===== src/rtl/chunked_seq_adder.sv =====
// Multi-cycle WIDTH-bit adder/subtractor: one CHUNK-bit slice per clock with a
// registered inter-chunk carry, plus signed overflow and start/busy/done handshake.
module chunked_seq_adder #(
    parameter int WIDTH = 32,
    parameter int CHUNK = 8
) (
    input  logic             clk,
    input  logic             rst_n,
    input  logic             start,
    input  logic             sub,
    input  logic [WIDTH-1:0] A_in,
    input  logic [WIDTH-1:0] B_in,
    input  logic             C_in,
    output logic [WIDTH-1:0] sum,
    output logic             C_out,
    output logic             overflow,
    output logic             busy,
    output logic             done
);

    localparam int NCHUNK = WIDTH / CHUNK;
    localparam int IDX_W  = (NCHUNK > 1) ? $clog2(NCHUNK) : 1;
    localparam logic [IDX_W-1:0] LAST_IDX = IDX_W'(NCHUNK - 1);

    typedef enum logic [1:0] {
        S_IDLE,
        S_RUN,
        S_DONE
    } state_t;

    state_t             state_q;
    logic [WIDTH-1:0]   a_q;
    logic [WIDTH-1:0]   b_q;
    logic [WIDTH-1:0]   sum_q;
    logic               carry_q;
    logic [IDX_W-1:0]   idx_q;
    logic               cout_q;
    logic               ovf_q;
    logic               busy_q;
    logic               done_q;

    logic [CHUNK-1:0]   a_chunk;
    logic [CHUNK-1:0]   b_chunk;
    logic [CHUNK:0]     chunk_d;

    // The single CHUNK-bit adder shared by every slice of the operation.
    always_comb begin
        a_chunk = a_q[int'(idx_q) * CHUNK +: CHUNK];
        b_chunk = b_q[int'(idx_q) * CHUNK +: CHUNK];
        chunk_d = {1'b0, a_chunk} + {1'b0, b_chunk} + {{CHUNK{1'b0}}, carry_q};
    end

    always_ff @(posedge clk) begin
        if (!rst_n) begin
            state_q <= S_IDLE;
            a_q     <= '0;
            b_q     <= '0;
            sum_q   <= '0;
            carry_q <= 1'b0;
            idx_q   <= '0;
            cout_q  <= 1'b0;
            ovf_q   <= 1'b0;
            busy_q  <= 1'b0;
            done_q  <= 1'b0;
        end else begin
            case (state_q)
                S_IDLE, S_DONE: begin
                    done_q <= 1'b0;
                    if (start) begin
                        // Subtraction is A + ~B + 1, so only the operand and carry-in differ.
                        a_q     <= A_in;
                        b_q     <= sub ? ~B_in : B_in;
                        carry_q <= sub ? 1'b1 : C_in;
                        idx_q   <= '0;
                        sum_q   <= '0;
                        cout_q  <= 1'b0;
                        ovf_q   <= 1'b0;
                        busy_q  <= 1'b1;
                        state_q <= S_RUN;
                    end else begin
                        state_q <= S_IDLE;
                    end
                end
                S_RUN: begin
                    sum_q[int'(idx_q) * CHUNK +: CHUNK] <= chunk_d[CHUNK-1:0];
                    carry_q <= chunk_d[CHUNK];
                    idx_q   <= idx_q + IDX_W'(1);
                    if (idx_q == LAST_IDX) begin
                        cout_q  <= chunk_d[CHUNK];
                        ovf_q   <= (a_q[WIDTH-1] == b_q[WIDTH-1]) &&
                                   (chunk_d[CHUNK-1] != a_q[WIDTH-1]);
                        busy_q  <= 1'b0;
                        done_q  <= 1'b1;
                        state_q <= S_DONE;
                    end
                end
                default: begin
                    state_q <= S_IDLE;
                end
            endcase
        end
    end

    assign sum      = sum_q;
    assign C_out    = cout_q;
    assign overflow = ovf_q;
    assign busy     = busy_q;
    assign done     = done_q;

endmodule


===== config.mk =====
export PLATFORM = sky130hd
export DESIGN_NAME = chunked_seq_adder
export DESIGN_NICKNAME = d
export VERILOG_FILES = /design/src/rtl/chunked_seq_adder.sv
export SDC_FILE = /design/constraint.sdc
export NUM_CORES = 1
export LEC_CHECK = 0
export ABC_AREA = 1
export CORE_MARGIN = 3
export CORE_UTILIZATION = 55
export DETAILED_ROUTE_END_ITERATION = 10
export GPL_ROUTABILITY_DRIVEN = 1
export PLACE_DENSITY = 0.86
export SETUP_SLACK_MARGIN = 0.4
export SLEW_MARGIN = 30
export SYNTH_ARGS = -nofsm -noshare
export SYNTH_HDL_FRONTEND = slang
export SYNTH_SLANG_ARGS = --single-unit

===== constraint.sdc =====
create_clock -name clk -period 5.8 [get_ports clk]
set_input_delay 0.58 -clock clk [delete_from_list [all_inputs] [get_ports clk]]
set_output_delay 0.58 -clock clk [all_outputs]
set_load 0.005 [all_outputs]

==> results.yml, run 1 <==
final_layout:
  fin_area_mm2: 0.00607
  nets: 799
  final-instance-count-excl-fill: 826
  syn_to_final_growth_pct: 25.3
  n_antenna_cell: 0
  drive_above_1_share: 0.0541
timing:
  hold_violations: 0
  rsz0062_at_grt: "false"
  drv_slew: 0
  clock-skew-final_ns: 0.00793
  finalSetupViolCount: 0
  post-route-min-period_ns: 3.22
  fin_crit_sh: 0.556
  maxSlewHeadroom: 0.405
  holdWs_ns: 0.472
  fmax_mhz: 310
  setup-tns-final_ns: 0
  worstMarginPinSlew_ns: 0.893
job:
  drv_cap: 0
detailed_routing:
  viasPerCell: 5.55
  wl_per_cell_um: 15.0
  totalWireLength_um: 12400
  route.detailed.drc: 0
  vias: 4584
  drt_iter0_markers: 294
  ant_nets: 0
  first_pass_iters: 5
cts:
  clock_path_buffers: 2
  cts_root_buf: "clkbuf_8"
  cts.sinks: 105
  ctsHoldBuffers: 0
  cts_tree: "done"
  clk_pin_slew_ns: 0.09
  clock_latency_ns: 0.36
  htree_levels: 3
  cts.repair.resized: 0
  cts_setup_buffers: 0
  numCtsBuffers: 9
hold_path:
  hold_class: "flip-flop to flip-flop"
  hold_depth: 2
setup_path:
  setup.worst_path.end_class: "flip-flop"
  required_ns: 6.09
  cp.arrival_ns: 3.51
  cp_slowest_cell: "dfxtp_1"
  crit_type: "flip-flop to flip-flop"
  cp_max_fo: 20
  worst_setup_path_start_kind: "flip-flop"
  path_common_cell: "nand2_1"
  rr_worst_depth: 11
  critPathMaxStageDelay_ns: 0.69
  crit_chain: "clkinv_1 -> a32oi_1 -> inv_1 -> fa_1 -> inv_1 -> nand2_1 -> nand2_1 -> nand2_1 -> xnor2_1 -> nand4_1 -> a21oi_1"
global_route:
  grt_overflow: 0
  grt_max_degree: 100
  grt_use_total: 0.252
  grt_pass1_wl_um: 20600
  antenna_found_initial: 0
  grt_pass1_vias: 4354
die:
  core-area_mm2: 0.00838
  floorplan.initialDensity: 0.578
  row_count: 33
  die_h_um: 99.9
  ioPinCount: 105
  design.die.area_mm2: 0.00997
  fp.dieW_um: 99.9
run_status:
  status: "finished clean"
synthesis:
  synth_warnings: 0
  ys_seq_area_frac: 0.434
  postSynthAreaPerCell_um2: 7.57
  synthMuxAreaShare: 0
  syn_inst: 640
  synth-adder-area-share: 0.0367
  synth_area_mm2: 0.00485
  ys_types: 33
  synth_xor_area_frac: 0.0648
  yosys.area_share.simple: 0.198
  synth-compound-area-share: 0.207
  synth_top_family_by_area: "compound AO/OA/AOI/OAI gates"
  synth_edf_count: 0
  syn-num-nets: 722
  synth_flop_cell: "dfxtp_1"
  synth-seq-cells: 105
  async_flop_share: 0
power_and_ir_drop:
  p_leak_uw: 0.00230
  power.density_mw_per_mm2: 276
  ir_drop_mv: 0.143
place:
  dp.cells: 811
  gp_congestion: 0.872
  hpwl_um: 9030
  place_area_mm2: 0.00585
  port_buffers: 104
worst paths after layout:
path	from	to	slack, ns
setup / recovery	idx_q[1]$_SDFFE_PN0P_	sum[28]$_SDFFE_PN0P_	2.58
setup reg to reg	idx_q[1]$_SDFFE_PN0P_	sum[28]$_SDFFE_PN0P_	2.58
hold / removal	done$_SDFFE_PN0P_	done$_SDFFE_PN0P_	0.47
hold reg to reg	done$_SDFFE_PN0P_	done$_SDFFE_PN0P_	0.47
critical path, delay by kind of cell, from the launching register on:
| family | cells | cell delay (ns) |
|---|---|---|
| buf+inv | 3 | 0.80 |
| fa+ha+maj | 1 | 0.47 |
| xor+xnor | 1 | 0.29 |
| simple gates | 4 | 0.31 |
| compound gates | 2 | 0.59 |
| flops | 1 | 0.69 |
placed cells by master, fill, tap and decap left out, types with 3 or more instances in the layout:
cell	count
a21oi_1	78
a21oi_2	3
clkbuf_8	11
clkdlybuf4s50_1	103
dfxtp_1	105
ha_1	11
inv_1	21
inv_2	5
nand2_1	89
nand2_2	4
nand3_1	18
nand4_1	8
nor2_1	97
o21ai_0	94
o22ai_1	14
xnor2_1	34
logic make-up after synthesis:
kind of cell / Yosys count
flops: 105
fa+ha+maj: 13
buf+inv: 68
xor+xnor: 35
compound gates: 193
simple gates: 226
layout make-up:
type                    instances  area (µm²)
well taps                     105         131
clock inverters                 4        76.3
repair buffers                106        1050
clock buffers                  11         151
fillers                       669        2310
flip-flops and latches        105        2100
multi-input cells             467        2450
inverters                      28         108
cell usage after synthesis (3+ instances only):
library cell  count  area [µm²]
nand4_1           8        50.1
nand3_1          18        90.1
dfxtp_1         105        2100
buf_1             3        11.3
nor2_1           97         364
o21ai_0          94         470
buf_4             3        22.5
xnor2_1          34         298
clkbuf_1         17        63.8
o22ai_1          14        87.6
a21oi_2           3        26.3
buf_2            17        85.1
inv_1            22        82.6
nand2_2           4        25.0
ha_1             11         138
a21oi_1          78         390
nand2_1          89         334
inv_2             4        15.0
stage by stage:
stage	worst slack (ns)	util	total power, µW
finish	2.58	0.725	1670
global route	2.28	0.725	1750
CTS	2.68	0.725	1670
detailed placement	2.69	0.697	1180
global placement	2.91	0.697	1170
floorplan	3.33	-	1050
layer usage:
metal  vias to the layer above  track usage  wire [µm]
met5                         -            0          0
met2                       162        0.426       6080
met1                      2116        0.338       5420
met4                         0       0.0788        198
met3                        20       0.0292        703
li1                       2286            -          -
flip-flops by register name, indices dropped and copies added, names as in the netlist:
name,cells
done,1
a_q,32
state_q,2
busy,1
b_q,32
sum,32
carry_q,1
C_out,1
overflow,1
idx_q,2
power breakdown:
group / switching [µW] / internal [µW] / leakage (µW)
Combinational: 218 / 152 / 0.00133
Sequential: 27.8 / 768 / 0.000863
Clock: 243 / 265 / 0.000112
Total: 488 / 1190 / 0.00230
Note: power is estimated with default switching activity, not from simulation.
==> inputs of run 2 (changes only) <==
--- a/config.mk
+++ b/config.mk
@@ -7,10 +7,10 @@
 export LEC_CHECK = 0
 export ABC_AREA = 1
 export CORE_MARGIN = 3
-export CORE_UTILIZATION = 55
+export CORE_UTILIZATION = 51
 export DETAILED_ROUTE_END_ITERATION = 10
 export GPL_ROUTABILITY_DRIVEN = 1
-export PLACE_DENSITY = 0.86
+export PLACE_DENSITY = 0.8
 export SETUP_SLACK_MARGIN = 0.4
 export SLEW_MARGIN = 30
 export SYNTH_ARGS = -nofsm -noshare
==> constraint.sdc (replaced) <==
create_clock -name clk -period 3.03 [get_ports clk]
set_input_delay 0.303 -clock clk [delete_from_list [all_inputs] [get_ports clk]]
set_output_delay 0.303 -clock clk [all_outputs]
set_load 0.005 [all_outputs]
==> run 2 against run 1 <==
Die area is 7.4% higher. Clock skew is 0.0065 ns higher. Global-route usage is 1.4 points lower. Wire length is 3.4% higher. Combinational power is 100% higher. Maximum frequency is 31% higher. Final cell count is 3.6% higher. First-iteration DRC count is 0.34% lower. Via count is 1.5% higher. Cell area is 2.6% higher. Largest power group unchanged.
==> results.yml, run 2 (synthesis gave the netlist of run 1 again) <==
cts:
  cts_tree: "done"
  numCtsBuffers: 9
  cts_root_buf: "clkbuf_8"
  clock_latency_ns: 0.36
  htree_levels: 3
  cts.sinks: 105
  clock_path_buffers: 2
  clk_pin_slew_ns: 0.10
power_and_ir_drop:
  power.density_mw_per_mm2: 513
  p_leak_uw: 0.00236
  ir_drop_mv: 0.260
final_layout:
  fillers: 754
  syn_to_final_growth_pct: 28.6
  final-instance-count-excl-fill: 856
  nets: 809
  layout_common_cells: "103 x dfxtp_1, 103 x clkdlybuf4s50_1, 96 x nor2_1, 94 x o21ai_0, 88 x nand2_1"
  drive_above_1_share: 0.0753
  n_antenna_cell: 0
timing:
  fin_crit_sh: 0.811
  worstMarginPinSlew_ns: 0.898
  fmax_mhz: 407
  maxSlewHeadroom: 0.402
  rsz0062_at_grt: "true"
  finalSetupViolCount: 0
  drv_slew: 0
  hold_violations: 0
  clock-skew-final_ns: 0.0145
  setup-tns-final_ns: 0
  post-route-min-period_ns: 2.46
run_status:
  status: "finished clean"
global_route:
  grt_overflow: 0
  grt_use_total: 0.239
  grt_pass1_vias: 4251
  grt_max_degree: 68
  antenna_found_initial: 0
  grt_pass1_wl_um: 20200
setup_path:
  setup.worst_path.end_class: "flip-flop"
  worst_setup_path_start_kind: "flip-flop"
  r2r_end: "sum[14]$_SDFFE_PN0P_"
  required_ns: 3.32
  rr_worst_depth: 15
  cp.arrival_ns: 2.75
  cp_max_fo: 22
  rrSetupSlack_ns: 0.57
  cp_slowest_cell: "dfxtp_4"
  crit_chain: "buf_12 -> o21ai_0 -> o22ai_1 -> fa_2 -> inv_1 -> fa_2 -> inv_1 -> nand2_1 -> nand2_1 -> nand3_1 -> nand2_1 -> nand2_1 -> nand2_2 -> nand4_1 -> a21oi_1"
  critPathMaxStageDelay_ns: 0.41
  path_common_cell: "nand2_1"
  r2r-start: "idx_q[0]$_SDFFE_PN0P_"
  crit_type: "flip-flop to flip-flop"
place:
  hpwl_um: 9120
  port_buffers: 104
  gp_congestion: 0.875
  dp.cells: 838
hold_path:
  hold_depth: 2
  holdPathEnd: "done$_SDFFE_PN0P_"
  hp-start: "done$_SDFFE_PN0P_"
  hold_class: "flip-flop to flip-flop"
detailed_routing:
  vias: 4655
  totalWireLength_um: 12800
  viasPerCell: 5.44
  wl_per_cell_um: 15.0
  ant_nets: 0
  route.detailed.drc: 0
  drt_iter0_markers: 293
  first_pass_iters: 5
die:
  core-area_mm2: 0.00898
  row_count: 34
  floorplan.initialDensity: 0.540
  design.die.area_mm2: 0.0107
  fp.dieW_um: 103
  die_h_um: 103
  ioPinCount: 105
job:
  drv_cap: 0
run 2: report_power, final:
part           switching (µW)  total [µW]  internal (µW)
Sequential               58.7        1530           1470
Clock                     469         927            458
Combinational             427         743            317
Total                     954        3200           2240
run 2: worst max path at each step:
stage,from,end,slack [ns],depth (start not counted)
floorplan,idx_q[0]$_SDFFE_PN0P_,sum[28]$_SDFFE_PN0P_,0.56,15
global placement,idx_q[0]$_SDFFE_PN0P_,sum[12]$_SDFFE_PN0P_,0.47,13
detailed placement,idx_q[0]$_SDFFE_PN0P_,sum[12]$_SDFFE_PN0P_,0.34,13
CTS,idx_q[0]$_SDFFE_PN0P_,sum[22]$_SDFFE_PN0P_,0.42,15
global route,idx_q[0]$_SDFFE_PN0P_,sum[14]$_SDFFE_PN0P_,0.38,15
finish,idx_q[0]$_SDFFE_PN0P_,sum[14]$_SDFFE_PN0P_,0.57,15
run 2: stage by stage:
| stage | utilization | instance area (µm²) | setup slack (ns) | hold WS, ns | total power [µW] |
|---|---|---|---|---|---|
| after global placement | 0.659 | 5920 | 0.475 | 0.441 | 2240 |
| final | 0.694 | 6230 | 0.574 | 0.459 | 3200 |
| after global routing | 0.694 | 6230 | 0.385 | 0.484 | 3350 |
| after detailed placement | 0.659 | 5920 | 0.345 | 0.448 | 2260 |
| after CTS | 0.684 | 6140 | 0.423 | 0.461 | 3180 |
| after floorplan | - | 4850 | 0.558 | 0.445 | 2010 |
run 2: what timing repair did:
action | in CTS | in global routing
pin swaps | 0 | 6
gates cloned | 0 | 2
hold buffers | 0 | 0
setup endpoints to repair | 10 | 25
resized for setup | 4 | 16
buffers inserted | 0 | 2
run 2: critical path, delay by kind of cell, from the launching register on:
kind | cells | cell delay, ns
buf+inv | 3 | 0.29
compound gates | 3 | 0.52
fa+ha+maj | 2 | 0.61
flops | 1 | 0.41
simple gates | 7 | 0.56
run 2: area by class of cell:
cell class,count,area [µm²],share of cell area
Timing Repair Buffer,115,1160,0.186
Clock buffer,9,124,0.0199
Sequential cell,105,2110,0.339
Tap cell,126,158,0.0253
Timing Repair inverter,1,7.51,0.00120
Multi-Input combinational cell,467,2470,0.397
Clock inverter,5,81.3,0.0131
Inverter,28,119,0.0191
run 2: layer usage:
layer  GRT usage  wire, µm  share of wire  up-vias
li1            -         -              -     2305
met4      0.0687       242          0.019        0
met2       0.396      6250           0.49      188
met3      0.0275       785          0.061       25
met1       0.329      5550           0.43     2137
met5           0         0              0        -
==> inputs of run 3 (changes only) <==
--- a/config.mk
+++ b/config.mk
@@ -7,10 +7,10 @@
 export LEC_CHECK = 0
 export ABC_AREA = 1
 export CORE_MARGIN = 3
-export CORE_UTILIZATION = 51
+export CORE_UTILIZATION = 46
 export DETAILED_ROUTE_END_ITERATION = 10
 export GPL_ROUTABILITY_DRIVEN = 1
-export PLACE_DENSITY = 0.8
+export PLACE_DENSITY = 0.76
 export SETUP_SLACK_MARGIN = 0.4
 export SLEW_MARGIN = 30
 export SYNTH_ARGS = -nofsm -noshare
==> constraint.sdc (replaced) <==
create_clock -name clk -period 2.1 [get_ports clk]
set_input_delay 0.21 -clock clk [delete_from_list [all_inputs] [get_ports clk]]
set_output_delay 0.21 -clock clk [all_outputs]
set_load 0.005 [all_outputs]
==> run 3 against run 2 <==
The run now ends with setup timing left. Final cell count is 5.4% higher. Core utilization is 0.29 points higher. Cell area increased by 12%. Via count is 3.7% higher. Register-to-register slack lost 0.80 ns. First-iteration DRC count rose by 8.2%. Sequential power increased by 45%. Clock power increased by 34%. Clock skew decreased by 0.0029 ns. Combinational power is 100% higher. Wire length up 5.1%.
==> results.yml, run 3 (synthesis gave the netlist of run 1 again) <==
run_status:
  status: "finished with violations"
  violations: "setup timing"
final_layout:
  layout_common_cells: "103 x dfxtp_1, 103 x clkdlybuf4s50_1, 85 x nor2_1, 79 x o21ai_0, 71 x nand2_1"
  fin_area_mm2: 0.00697
  multi_input_area_mm2: 0.00286
  seq_area_mm2: 0.00211
  n_antenna_cell: 0
  syn_to_final_growth_pct: 43.8
  drive_above_1_share: 0.218
  fillers: 782
  nets: 847
global_route:
  grt_use_total: 0.224
  grt_max_degree: 67
  grt_pass1_vias: 4546
  grt_overflow: 0
  antenna_found_initial: 0
  grt_pass1_wl_um: 21200
place:
  hpwl_um: 9430
  gp_congestion: 0.864
  place_area_mm2: 0.00620
  port_buffers: 104
  pre_cts_ws_ns: -0.216
timing:
  fin_crit_sh: 1.11
  fmax_mhz: 430
  fin_ws_ns: -0.226
  maxSlewHeadroom: 0.664
  drv_slew: 0
  post-route-min-period_ns: 2.33
  finalSetupViolCount: 28
  hold_violations: 0
  clock-skew-final_ns: 0.0115
  worstMarginPinSlew_ns: 0.504
  setup-tns-final_ns: -2.70
  holdWs_ns: 0.428
  rsz0062_at_grt: "true"
cts:
  clock_latency_ns: 0.36
  cts.sinks: 105
  clk_pin_slew_ns: 0.10
  htree_levels: 3
  clock_path_buffers: 2
  cts_root_buf: "clkbuf_8"
  numCtsBuffers: 9
  cts_tree: "done"
detailed_routing:
  first_pass_iters: 5
  vias: 4827
  viasPerCell: 5.35
  ant_nets: 0
  wl_per_cell_um: 14.9
  route.detailed.drc: 0
  totalWireLength_um: 13500
  drt_iter0_markers: 317
power_and_ir_drop:
  switching_power_uw: 1570
  p_comb_frac: 0.301
  ir_drop_mv: 0.382
  intPower_uw: 3390
  p_leak_uw: 0.00263
  power.density_mw_per_mm2: 711
  switching_share: 0.316
  clkPwrFrac: 0.251
  power.total_uw: 4960
  seqPwrFrac: 0.448
setup_path:
  crit_buf_inv: 2
  crit_chain: "buf_8 -> inv_4 -> nor2_1 -> o22ai_1 -> ha_1 -> nand2_1 -> nand2_1 -> a21oi_4 -> nand3_2 -> nand2_4 -> nand4_1 -> a21oi_1"
  cp.arrival_ns: 2.62
  critPathMaxStageDelay_ns: 0.41
  cp_max_fo: 10
  critPathTopFamily: "compound AO/OA/AOI/OAI gates"
  cp_slowest_cell: "dfxtp_4"
  crit_type: "flip-flop to flip-flop"
  worst_setup_path_start_kind: "flip-flop"
  path_common_cell: "nand2_1"
  required_ns: 2.39
  setup.worst_path.end_class: "flip-flop"
die:
  ioPinCount: 105
  fp.dieW_um: 109
  die_h_um: 109
  core-area_mm2: 0.0100
  floorplan.initialDensity: 0.485
  row_count: 36
  design.die.area_mm2: 0.0118
job:
  drv_cap: 0
hold_path:
  hold_class: "primary input to flip-flop"
-- run 3: final cells by class --
class | instances | share of cell area
Timing Repair inverter | 2 | 0.00251
Sequential cell | 105 | 0.303
Tap cell | 133 | 0.0239
Inverter | 28 | 0.0192
Multi-Input combinational cell | 467 | 0.410
Clock buffer | 9 | 0.0178
Timing Repair Buffer | 152 | 0.215
Clock inverter | 6 | 0.00969
-- run 3: path summary, 6_finish.rpt --
kind / start / endpoint / slack, ns / depth (start not counted)
setup / recovery: idx_q[0]$_SDFFE_PN0P_ / sum[15]$_SDFFE_PN0P_ / -0.23 / 12
hold / removal: sub / b_q[21]$_SDFFE_PN0P_ / 0.43 / 3
setup reg to reg: idx_q[0]$_SDFFE_PN0P_ / sum[15]$_SDFFE_PN0P_ / -0.23 / 12
hold reg to reg: sum[31]$_SDFFE_PN0P_ / sum[31]$_SDFFE_PN0P_ / 0.47 / 2
-- run 3: worst register-to-register path: cells and delay by family (launching register included) --
family / cells / cell delay [ns]
compound gates: 3 / 0.65
flops: 1 / 0.41
simple gates: 6 / 0.56
fa+ha+maj: 1 / 0.36
buf+inv: 2 / 0.27
-- run 3: timing repair --
item	in CTS	in global routing
pin swaps	25	34
hold buffers	0	0
endpoints found under the setup margin	35	35
cloned	2	1
buffers inserted	12	4
hold endpoints to repair	0	0
resized for setup	52	60
-- run 3: metrics by stage --
| step | util | cells |
|---|---|---|
| after global placement | 0.620 | 868 |
| final | 0.697 | 902 |
| after CTS | 0.669 | 897 |
| after detailed placement | 0.620 | 868 |
| after global routing | 0.697 | 902 |
| after floorplan | - | 640 |
-- run 3: power groups by stage --
stage / Sequential [µW] / Clock [µW] / Combinational (µW)
floorplan: 2220 / 0 / 729
global placement: 2250 / 0 / 1140
detailed placement: 2250 / 0 / 1160
CTS: 2210 / 1250 / 1330
global route: 2230 / 1350 / 1620
finish: 2220 / 1240 / 1490
-- run 3: layer usage --
metal | GRT usage | up-vias | share of wire
li1 | - | 2387 | -
met1 | 0.285 | 2239 | 0.41
met2 | 0.385 | 171 | 0.51
met3 | 0.0450 | 30 | 0.055
met4 | 0.0658 | 0 | 0.026
met5 | 0 | - | 0
==> patch: new RTL, flow settings as in run 3 <==
Re-encode `state_t` (3 states) as one-hot, 3 bits wide.
--- a/src/rtl/chunked_seq_adder.sv
+++ b/src/rtl/chunked_seq_adder.sv
@@ -22,10 +22,10 @@
     localparam int IDX_W  = (NCHUNK > 1) ? $clog2(NCHUNK) : 1;
     localparam logic [IDX_W-1:0] LAST_IDX = IDX_W'(NCHUNK - 1);
 
-    typedef enum logic [1:0] {
-        S_IDLE,
-        S_RUN,
-        S_DONE
+    typedef enum logic [2:0] {
+        S_IDLE = 3'b001,
+        S_RUN  = 3'b010,
+        S_DONE = 3'b100
     } state_t;
 
     state_t             state_q;
Formal check against the unedited RTL: no difference found for any inputs over 4 cycles, from zero or initial values and one cycle with rst_n low; so few cycles prove little.
==> patch against run 3 <==
The run still ends with negative setup slack left; total power fell by 13%; synthesized area rose by 4.2%; routed wire length rose by 0.96%; count of clock-buffer cells in the layout rose by 1; final area fell by 0.72%; sequential cell count rose by 1; non-clock buffer count fell by 5; setup slack got worse by 0.0080 ns; die area rose by 3.9%; critical endpoint is now carry_q; largest cell class unchanged; highest routed layer unchanged.
==> patch: results <==
[run_status]
status = "finished, violations left"
violations = "negative setup slack"

[grt]
grt_first_pass_wirelength_um = 22490
grt_max_degree = 98
grt_usage_pct = 21.82
grt_pass1_vias = 4637
antenna_found_initial = 0

[yosys]
synth_adder_area_share_pct = 4.015
synth.area.top_cells = "dfxtp_1, nand2_1, a21oi_1"
synth-xor-area-share_pct = 6.072
synth_ff_type = "dfxtp_1"
seq_area_frac_synth_pct = 42.03
synth_commonest_cells = "nand2_1, a21oi_1, dfxtp_1, nor2_1, o21ai_0"
async_reset_ff_share_pct = 0
syn-num-nets = 769
yosysWarningCount = 0
ys_types = 32
synth_compound_area_share_pct = 16.60

[clock_network]
clock_latency_ns = 0.37
clockRootBuffer = "clkbuf_8"
htreeDepth = 3
clock_path_buffers = 2
cts_made_buffers = 9
clk_pin_slew_ns = 0.09

[timing]
max_slew_margin_pct = 64.12
fin_skew_ns = 0.01070
final.setup.tns_ns = -4.354
setup_viol = 31
finalHoldViolCount = 0
fin_ws_ns = -0.2340

[hold_path]
min_path_cells = 3
hold_path_class = "primary input to flip-flop"

[placement]
place_hpwl_um = 9625
portBuffers = 104
routabilityCongestion = 0.9158

[worst_setup_path]
rr_worst_depth = 15
cp.arrival_ns = 2.62
cp_slowest_stage_delay_ns = 0.43
cp_slowest_cell = "dfxtp_4"
crit_fanout = 7
critPathTopFamily = "adder cells"

[cells_and_area]
final_nets = 887
drive_above_1_share_pct = 16.63
diodes = 0

[power_and_ir_drop]
p_leak_nw = 2.737
peakVddDrop_v = 0.0003283

[route]
routed_wl_um = 13610
drtPass1Iterations = 5
vias_per_cell = 5.217
drtIter0Drc = 301
==> patch: path summary, 6_finish.rpt <==
kind         startpoint       to  slack [ns]
max            idx_q[0]  carry_q       -0.23
min            A_in[28]  a_q[28]        0.39
max reg2reg    idx_q[0]  carry_q       -0.23
min reg2reg     sum[25]  sum[25]        0.47
==> patch: metrics by stage <==
stage	instance area [um2]	hold slack, ns	std cells	setup WS [ns]
floorplan	5156	0.3527	685	-0.09481
global placement	6339	0.4519	914	-0.2456
detailed placement	6339	0.4549	914	-0.3197
CTS	6739	0.3899	939	-0.2290
global route	6920	0.3923	942	-0.3858
finish	6920	0.3915	942	-0.2340
==> patch: kinds of logic after synthesis <==
family	Yosys count
and+or+nand+nor	292
buffers and inverters	75
xor gates and xnor gates	35
AOI/OAI and AO/OA	162
DFF	106
adders and majority gates	15
==> patch: layout make-up <==
type	count	area (um2)
inverters	34	147.6
repair inverters	1	16.27
fillers	898	3588
multi-input cells	504	2835
clock inverters	4	53.80
repair buffers	147	1433
flip-flops and latches	106	2127
clock buffers	10	137.6
well taps	136	170.2
==> patch: routing by layer <==
layer  up-vias  routed length (um)  global-route usage [%]
met5         -                   0                       0
met4         0                 184                   4.926
met3        22                 798                   4.531
met2       163                6639                   35.96
met1      2262                5987                   29.49
li1       2467                   -                       -
==> patch: tightest hold or removal path, stage by stage <==
cell and delay (ns):
clkdlybuf4s50_1 0.40, nand2_1 0.06, a21oi_1 0.05
==> patch: timing repair <==
| action | CTS | global route |
|---|---|---|
| cloned | 1 | 0 |
| resized for setup | 37 | 37 |
| buffers inserted | 10 | 3 |
| setup endpoints to repair | 35 | 80 |
| pin swaps | 18 | 19 |
==> patch: where the power goes <==
part / switching [mW] / internal [mW]
Combinational: 0.475 / 0.412
Clock: 0.670 / 0.573
Sequential: 0.0699 / 2.11
